$ cat src/rtl/detect_sequence_pkg.sv
// rtl/detect_sequence_pkg.sv - shared state encoding and pattern constant for the 0110 detector
package detect_sequence_pkg;

  localparam int STATE_W = 3;
  localparam logic [3:0] PATTERN = 4'b0110;

  typedef enum logic [STATE_W-1:0] {
    IDLE = 3'd0,
    S0   = 3'd1,
    S01  = 3'd2,
    S011 = 3'd3,
    DET  = 3'd4
  } state_e;

endpackage

$ cat src/rtl/detect_sequence_0110.sv
// rtl/detect_sequence_0110.sv - Moore detector for serial 0110 with registered match pulse
// Optional saturating match counter enabled by DETECT_SEQUENCE_COUNT_EN.
module detect_sequence_0110
  import detect_sequence_pkg::*;
#(
  parameter int OVERLAP = 1,
  parameter int CNT_W   = 8
) (
  input  logic             clk,
  input  logic             reset,
  input  logic             in,
`ifdef DETECT_SEQUENCE_COUNT_EN
  output logic [CNT_W-1:0] match_cnt,
`endif
  output logic             out
);

  if (CNT_W < 1) begin : g_cnt_w_invalid
    $error("detect_sequence_0110: CNT_W must be at least 1");
  end

  state_e state_q, state_d;
  logic   out_q, out_d;
  logic   bit_one;

  // Anything other than a clean 1 is treated as 0.
  assign bit_one = (in == 1'b1);

  always_comb begin
    state_d = state_q;
    unique case (state_q)
      IDLE:    state_d = bit_one ? IDLE : S0;
      S0:      state_d = bit_one ? S01  : S0;
      S01:     state_d = bit_one ? S011 : S0;
      S011:    state_d = bit_one ? IDLE : DET;
      DET: begin
        if (!bit_one)          state_d = S0;
        else if (OVERLAP != 0) state_d = S01;
        else                   state_d = IDLE;
      end
      default: state_d = IDLE;
    endcase
    out_d = (state_d == DET);
  end

  always_ff @(posedge clk) begin
    if (!reset) begin
      state_q <= IDLE;
      out_q   <= 1'b0;
    end else begin
      state_q <= state_d;
      out_q   <= out_d;
    end
  end

  assign out = out_q;

`ifdef DETECT_SEQUENCE_COUNT_EN
  logic [CNT_W-1:0] cnt_q, cnt_d;

  // Counts on the edge that enters DET, holding at all-ones rather than wrapping.
  always_comb begin
    cnt_d = cnt_q;
    if (out_d && (cnt_q != {CNT_W{1'b1}})) cnt_d = cnt_q + 1'b1;
  end

  always_ff @(posedge clk) begin
    if (!reset) cnt_q <= '0;
    else        cnt_q <= cnt_d;
  end

  assign match_cnt = cnt_q;
`endif

endmodule

$ cat config.mk
export PLATFORM = sky130hd
export DESIGN_NAME = detect_sequence_0110
export DESIGN_NICKNAME = d
export VERILOG_FILES = /design/src/rtl/detect_sequence_pkg.sv /design/src/rtl/detect_sequence_0110.sv
export SDC_FILE = /design/constraint.sdc
export NUM_CORES = 1
export LEC_CHECK = 0
export CAP_MARGIN = 20
export CORE_AREA = 2 2 39 41
export CTS_BUF_LIST = sky130_fd_sc_hd__clkbuf_4
export CTS_CLUSTER_SIZE = 12
export DETAILED_ROUTE_END_ITERATION = 12
export DIE_AREA = 0 0 41 43
export GPL_TIMING_DRIVEN = 0
export SLEW_MARGIN = 15
export SYNTH_ARGS = -nofsm -noshare
export SYNTH_HDL_FRONTEND = slang
export SYNTH_SLANG_ARGS = --single-unit
$ cat constraint.sdc
create_clock -name clk -period 0.95 [get_ports clk]
set_clock_uncertainty 0.05 [all_clocks]
set_input_delay 0.1425 -clock clk [delete_from_list [all_inputs] [get_ports clk]]
set_output_delay 0.1425 -clock clk [all_outputs]
set_load 0.02 [all_outputs]
==> impl_metrics.tcl, run 1 <==
set metrics [dict create \
    ant_nets 0 \
    synth_top_area_frac 0.5565 \
    cts_setup_buffers 0 \
    status "complete, no violations" \
    wl_per_cell_microns 7.086 \
    cts_root_buffer "clkbuf_4" \
    peakVddDrop_mv 0.3909 \
    drc 0 \
    hold_viol 0 \
    final_nets 24 \
    ys_seq_area_frac 0.5565 \
    pre_cts_slack_ns -0.1498 \
    vias 121 \
    worst-path-buf-inv 0 \
    syn_avg_cell_area_sq_um 11.07 \
    cp_max_fo 5 \
    seq_area_sq_um 80.08 \
    crit_required_ns 1.02 \
    hpwlAfterDp_microns 198 \
    path_class "reg2reg" \
    r2r_cells 2 \
    clk_latency_ns 0.23 \
    hp-start "in" \
    h-tree-depth 1 \
    r2r_start "state_q[1]$_SDFF_PN0_" \
    dr.pass1.iters 1 \
    io_pins 4 \
    port_buffers 3 \
    routed_wl_microns 248 \
    clk_pin_slew_ns 0.04 \
    clock-sinks 4 \
    grt_max_degree 6 \
    finalMaxSlewViolations 0 \
    diodes 0 \
    syn_inst 13 \
    synth_area_leader_cell "dfxtp_1" \
    place_congestion 0.5966 \
    rsz0062_at_grt "false" \
    cts_tree "built" \
    fmax_mhz 1124 \
    synth_area_leaders "dfxtp_1, o2111a_1, nand4b_1, xor2_1, a211oi_1" \
    grt_pass1_wl_microns 476 \
    whs_endpoint "out$_SDFF_PN0_" \
    hold_buffers 0 \
    antenna_found_initial 0 \
    synth_cell_types 9 \
    grt_pass1_vias 142 \
    cts_buffers 3 \
    final.fill_count 157 \
    cts_max_path_buffers 2 \
    multiInputGateArea_sq_um 63.81 \
    power_uw 408.7 \
    syn-num-nets 16 \
    worst_pin_slew_ns 0.1828 \
    fp.dieW_microns 41 \
    drive_above_1_share 0.2105 \
    area_delta_synth_final_pct 46.96 \
    die_area_sq_mm 0.001763 \
    vias_per_cell 3.457 \
    p_leak_uw 0.00008218 \
    core_area_sq_mm 0.001384 \
    r2r-end "state_q[1]$_SDFF_PN0_" \
    r2r_setup_slack_ns 0.06 \
    start_util 0.1040 \
    arrival_ns 0.96 \
    synth_area_sq_um 143.9 \
    finalWorstSetupSlack_ns 0.06043 \
    endpoint_kind "flop" \
    ys_ff_latch 4 \
    die_h_microns 43 \
    max_slew_margin 0.8774 \
    drv_cap 0 \
    hold_ws_ns 0.4802 \
    overflow 0 \
    path_cells "xor2_1 > o2111a_1" \
    postLayoutCoreUtil 0.1528 \
    cts_resized 4 \
    min_delay_path_depth 2 \
    initialDrtViolationCount 0 \
    min-delay-path-class "in2reg" \
    ys.warnings.count 0 \
    startpoint_type "flop" \
    power_density_mw_per_mm2 1933 \
    cp_slowest_cell "dfxtp_1" \
    crit_path_max_incr_delay_ns 0.33 \
    finalCritPeriodShare 0.9364 \
    crit_family "flip-flops" \
    track_usage 0.04814 \
    finalSetupViolations 0 \
    min_period_ns 0.8896 \
    num_rows 14 \
]
sequential cells by signal, summed over array words and instances, names as in the netlist:
register / count
out: 1
state_q: 3
Yosys cell counts (all sizes together):
master,n
nor2,2
dfxtp,4
a211oi,1
xor2,1
o21ai,1
nand4b,1
o21a,1
nor3b,1
o2111a,1
cells by family (layout without fill, tap and decap cells):
group,count (synthesis),count (layout),synth area share
buf+inv,0,6,0
xor+xnor,1,1,0.06088
flops,4,4,0.5565
compound gates,4,4,0.2174
simple gates,4,4,0.1653
area by class of cell:
cell class	instances	share of cell area
Clock buffer	3	0.1065
Multi-Input combinational cell	9	0.3018
Sequential cell	4	0.3787
Tap cell	16	0.09467
Timing Repair Buffer	3	0.1183
where the power goes:
group | internal, uW | switching, uW
clock network | 141 | 64.4
logic | 14.7 | 7.93
registers | 174 | 6.35
total | 330 | 78.6
per-stage QoR:
step	TNS [ns]	cell area [sq um]	cells
after global routing	0	211.5	35
after global placement	-0.3841	193.9	32
after CTS	0	211.5	35
final	0	211.5	35
after floorplan	0	143.9	13
after detailed placement	-0.3953	193.9	32
worst max-delay path by stage:
stage / start / cells past startpoint / to / slack [ns]
2_1_floorplan: state_q[1]$_SDFF_PN0_ / 2 / state_q[1]$_SDFF_PN0_ / 0.1
3_3_place_gp: in / 3 / state_q[0]$_SDFF_PN0_ / -0.15
3_5_place_dp: in / 3 / state_q[0]$_SDFF_PN0_ / -0.15
4_1_cts: state_q[1]$_SDFF_PN0_ / 2 / state_q[1]$_SDFF_PN0_ / 0.06
5_1_grt: state_q[1]$_SDFF_PN0_ / 2 / state_q[1]$_SDFF_PN0_ / 0.03
6_report: state_q[1]$_SDFF_PN0_ / 2 / state_q[1]$_SDFF_PN0_ / 0.06
layer usage:
| metal | track usage | share of wire |
|---|---|---|
| met5 | 0 | 0 |
| met4 | 0.06000 | 0 |
| met3 | 0.04712 | 0.052 |
| met2 | 0.06563 | 0.60 |
| met1 | 0.02885 | 0.34 |
placed cells by master (no fill, tap or decap):
master and count:
dfxtp_1 4, clkbuf_4 3, nor2_1 2, clkdlybuf4s50_1 2, xor2_1 1, o21ai_0 1, o2111a_1 1, a211oi_1 1
nor3b_1 1, o21a_1 1, nand4b_1 1, buf_2 1
Power figures use the tool's default switching activity.
==> inputs of run 2 (changes only) <==
- SETUP_SLACK_MARGIN: unset -> 0.1
==> run 2 against run 1 <==
Net effect:
- sequential cell count did not move
- non-clock buffer count did not move
- via count rose by 1.7%
- largest power group unchanged
==> impl_metrics.tcl, run 2 (same netlist as run 1, synthesis figures left out) <==
set metrics [dict create \
    seqPwrFrac 0.446 \
    drive_above_1_share 0.4211 \
    num_rows 14 \
    p_int_uw 332.3 \
    vias 123 \
    worst_pin_slew_ns 0.1646 \
    initialDrtViolationCount 1 \
    cts_root_buffer "clkbuf_4" \
    ant_nets 0 \
    startpoint_type "flop" \
    netSwitchingPower_uw 77.23 \
    grt_pass1_vias 137 \
    p_clk_frac 0.495 \
    final_nets 24 \
    h-tree-depth 1 \
    clock-sinks 4 \
    hold_viol 0 \
    place_congestion 0.6468 \
    crit_family "flip-flops" \
    cp_max_fo 5 \
    io_pins 4 \
    finalMaxSlewViolations 0 \
    overflow 0 \
    p_leak_uw 0.00008517 \
    drc 0 \
    path_cells "xor2_1 > o2111a_1" \
    worst-path-buf-inv 0 \
    clk_latency_ns 0.23 \
    die_area_sq_mm 0.001763 \
    min_period_ns 0.8758 \
    grt_pass1_wl_microns 462 \
    vias_per_cell 3.514 \
    routed_wl_microns 264 \
    drv_cap 0 \
    finalSetupViolations 0 \
    area_delta_synth_final_pct 57.39 \
    final_cell_mix "clkbuf_4, dfxtp_2, nor2_1, clkdlybuf4s50_1" \
    top_register "state_q" \
    clk_pin_slew_ns 0.03 \
    stdcell_count 35 \
    combPwrFrac 0.059 \
    finalCritPeriodShare 0.9219 \
    cts_max_path_buffers 2 \
    crit_required_ns 1.02 \
    placedCellCount 32 \
    track_usage 0.04623 \
    dr.pass1.iters 2 \
    core_area_sq_mm 0.001384 \
    diodes 0 \
    crit_path_max_incr_delay_ns 0.33 \
    cts_tree "built" \
    endpoint_kind "flop" \
    max_slew_margin 0.8901 \
    arrival_ns 0.94 \
    fin_setup_tns_ns 0 \
    largest_reg_flops 3 \
    cts_buffers 3 \
    fmax_mhz 1142 \
    hpwlAfterDp_microns 177.2 \
    swShare 0.1886 \
    start_util 0.1040 \
    rsz0062_at_grt "true" \
    grt_max_degree 6 \
    cp_slowest_cell "dfxtp_2" \
    wl_per_cell_microns 7.543 \
    die_h_microns 43 \
    path_class "reg2reg" \
    status "complete, no violations" \
    peakVddDrop_mv 0.6508 \
    min-delay-path-class "in2reg" \
    antenna_found_initial 0 \
    port_buffers 3 \
    power_density_mw_per_mm2 1808 \
    fp.dieW_microns 41 \
]
## run 2: cell counts in the layout (fill, tap and decap cells not counted)
Identical to the previous run, type by type.
## run 2: path summary, 6_finish.rpt
path / startpoint / end / slack (ns) / depth (start not counted)
max reg2reg: state_q[1]$_SDFF_PN0_ / state_q[1]$_SDFF_PN0_ / 0.07 / 2
max: state_q[1]$_SDFF_PN0_ / state_q[1]$_SDFF_PN0_ / 0.07 / 2
min: reset / state_q[0]$_SDFF_PN0_ / 0.47 / 2
min reg2reg: state_q[0]$_SDFF_PN0_ / out$_SDFF_PN0_ / 0.48 / 2
## run 2: through the flow
stage               hold slack [ns]  utilization  area (sq um)  worst slack [ns]  power [uW]
global placement             0.4843       0.1410         195.2           -0.1359       205.9
finish                       0.4701       0.1637         226.5           0.07422       409.5
CTS                          0.4750       0.1555         215.2           0.07018       420.0
global route                 0.4898       0.1637         226.5           0.03978       443.7
detailed placement           0.4826       0.1410         195.2           -0.1555       206.4
floorplan                    0.1649            -         145.1            0.1043       192.7
## run 2: area by class of cell
class	instances	area, sq um
clock buffer	3	22.52
fill	151	1157
sequential	4	83.83
tap	16	20.02
timing repair buffer	3	31.28
multi-input combinational	9	68.82
## run 2: timing repair
item,in CTS,in global routing
pin swaps,0,0
hold buffers,0,0
setup buffers,0,0
setup endpoints to repair,3,3
gates resized for setup,5,4
## run 2: power by group through the flow
stage                     registers, uW  logic, uW  clock network, uW
after floorplan                     183       10.1                  0
after detailed placement            183       23.0                  0
after global placement              183       22.6                  0
final                               183       24.1                203
after CTS                           181       23.1                216
after global routing                183       27.2                233
## run 2: metal layers
layer  track usage  share of wire  up-vias
met3       0.03665           0.13        2
met5             0              0        -
li1              -              -       62
met4       0.08000          0.049        0
met2       0.05000           0.45        5
met1       0.03548           0.36       54
==> inputs of run 3 (changes only) <==
- clock period: 0.95 -> 0.8 ns (I/O delays scaled with it)
==> run 3 against run 2 <==
Net effect:
- the flow now finishes with violations (negative setup slack)
- register-to-register slack worse by 0.15 ns
- sequential cell count stayed put
- critical path depth stayed put
- combinational power up 14%
- die area unchanged
- worst hold slack worse by 0.034 ns
- largest cell class unchanged
- clock power up 22%
==> impl_metrics.tcl, run 3 (same netlist as run 1, synthesis figures left out) <==
set metrics [dict create \
    whs_endpoint "state_q[2]$_SDFF_PN0_" \
    layout_commonest_cell "dfxtp_2" \
    seqPwrFrac 0.440 \
    diodes 0 \
    finalCritPeriodShare 1.096 \
    port_buffers 3 \
    final.fill_count 152 \
    violations "negative setup slack" \
    peakVddDrop_mv 0.6160 \
    hpwlAfterDp_microns 208.1 \
    overflow 0 \
    hp-start "in" \
    cts_buffers 3 \
    num_rows 14 \
    hold_buffers 0 \
    hold_viol 0 \
    initialDrtViolationCount 5 \
    pre_cts_slack_ns -0.3029 \
    drive_above_1_share 0.4211 \
    finalSetupViolations 3 \
    dr.pass1.iters 2 \
    wl_per_cell_microns 8.400 \
    clk_pin_slew_ns 0.04 \
    antenna_found_initial 0 \
    place_congestion 0.6295 \
    fp.dieW_microns 41 \
    min_delay_path_depth 2 \
    power_density_mw_per_mm2 2208 \
    min_period_ns 0.8768 \
    path_class "reg2reg" \
    routed_wl_microns 294 \
    cts_max_path_buffers 2 \
    clock-sinks 4 \
    endpoint_kind "flop" \
    grt_pass1_wl_microns 427 \
    arrival_ns 0.94 \
    cts_root_buffer "clkbuf_4" \
    cts_setup_buffers 0 \
    cts_tree "built" \
    r2r_setup_slack_ns -0.08 \
    swShare 0.1992 \
    h-tree-depth 1 \
    area_delta_synth_final_pct 54.78 \
    r2r-end "state_q[1]$_SDFF_PN0_" \
    start_util 0.1040 \
    combPwrFrac 0.056 \
    vias_per_cell 3.514 \
    largest_reg_flops 3 \
    worst_pin_slew_ns 0.2028 \
    track_usage 0.04116 \
    ant_nets 0 \
    die_area_sq_mm 0.001763 \
    die_h_microns 43 \
    r2r_start "state_q[1]$_SDFF_PN0_" \
    max_slew_margin 0.8640 \
    drv_cap 0 \
    status "finished with violations" \
    fin_setup_tns_ns -0.1600 \
    r2r_cells 2 \
    netSwitchingPower_uw 97.98 \
    vias 123 \
    core_area_sq_mm 0.001384 \
    top_register "state_q" \
    io_pins 4 \
    final_cell_mix "dfxtp_2, clkbuf_4, nor2_1, clkdlybuf4s50_1" \
    clk_latency_ns 0.23 \
    placed_cell_area_sq_um 196.4 \
    p_int_uw 393.8 \
    fmax_mhz 1141 \
    drc 0 \
    final_area_sq_um 222.7 \
    finalMaxSlewViolations 0 \
    p_leak_uw 0.00008378 \
    min-delay-path-class "in2reg" \
    finalWorstSetupSlack_ns -0.07680 \
    startpoint_type "flop" \
    power_uw 491.7 \
    rsz0062_at_grt "true" \
    cp_max_fo 5 \
    grt_pass1_vias 116 \
    p_clk_frac 0.504 \
    grt_max_degree 6 \
    crit_required_ns 0.87 \
    final_nets 24 \
]
==> run 3: cell types whose count changed in the layout (fill, tap and decap cells not counted) <==
cell,change
dfxtp_1,-1
a211oi_1,+1
a211oi_2,-1
dfxtp_2,+1
==> run 3: power groups by stage <==
stage / Combinational (uW) / Clock [uW] / Sequential [uW]
floorplan: 11.9 / 0 / 218
global placement: 26.9 / 0 / 218
detailed placement: 27.4 / 0 / 219
CTS: 27.7 / 260 / 216
global route: 30.0 / 287 / 217
finish: 27.4 / 248 / 217
==> run 3: final cells by class <==
class	instances	area [sq um]	share of cell area
timing repair buffer	3	31.28	0.1404
sequential	4	85.08	0.3820
multi-input combinational	9	63.81	0.2865
clock buffer	3	22.52	0.1011
tap	16	20.02	0.08989
==> run 3: worst max-delay path by stage <==
stage,start,endpoint,slack [ns],depth (start not counted)
after detailed placement,in,state_q[0]$_SDFF_PN0_,-0.30,3
after global placement,in,state_q[0]$_SDFF_PN0_,-0.27,3
after CTS,state_q[1]$_SDFF_PN0_,state_q[1]$_SDFF_PN0_,-0.08,2
after floorplan,state_q[1]$_SDFF_PN0_,state_q[1]$_SDFF_PN0_,-0.04,2
final,state_q[1]$_SDFF_PN0_,state_q[1]$_SDFF_PN0_,-0.08,2
after global routing,state_q[1]$_SDFF_PN0_,state_q[1]$_SDFF_PN0_,-0.09,2
==> run 3: metrics by stage <==
| stage | cells | utilization | hold WS [ns] |
|---|---|---|---|
| after floorplan | 13 | - | 0.1424 |
| after global placement | 32 | 0.1420 | 0.4850 |
| after detailed placement | 32 | 0.1420 | 0.4931 |
| after CTS | 35 | 0.1609 | 0.4454 |
| after global routing | 35 | 0.1609 | 0.4515 |
| final | 35 | 0.1609 | 0.4363 |
==> run 3: repair_timing <==
item,CTS,global route
endpoints found under the setup margin,5,5
pin swaps,0,1
gates resized for setup,8,0
==> run 3: layer usage <==
layer	track usage	wire length, microns
met1	0.04180	135
met2	0.05000	148
met3	0.01571	10
met4	0.06000	0
met5	0	0
==> run 3: worst max-delay path: stages, from the launching register on <==
cell	delay, ns
dfxtp_2	0.33
xor2_1	0.16
o2111a_1	0.22
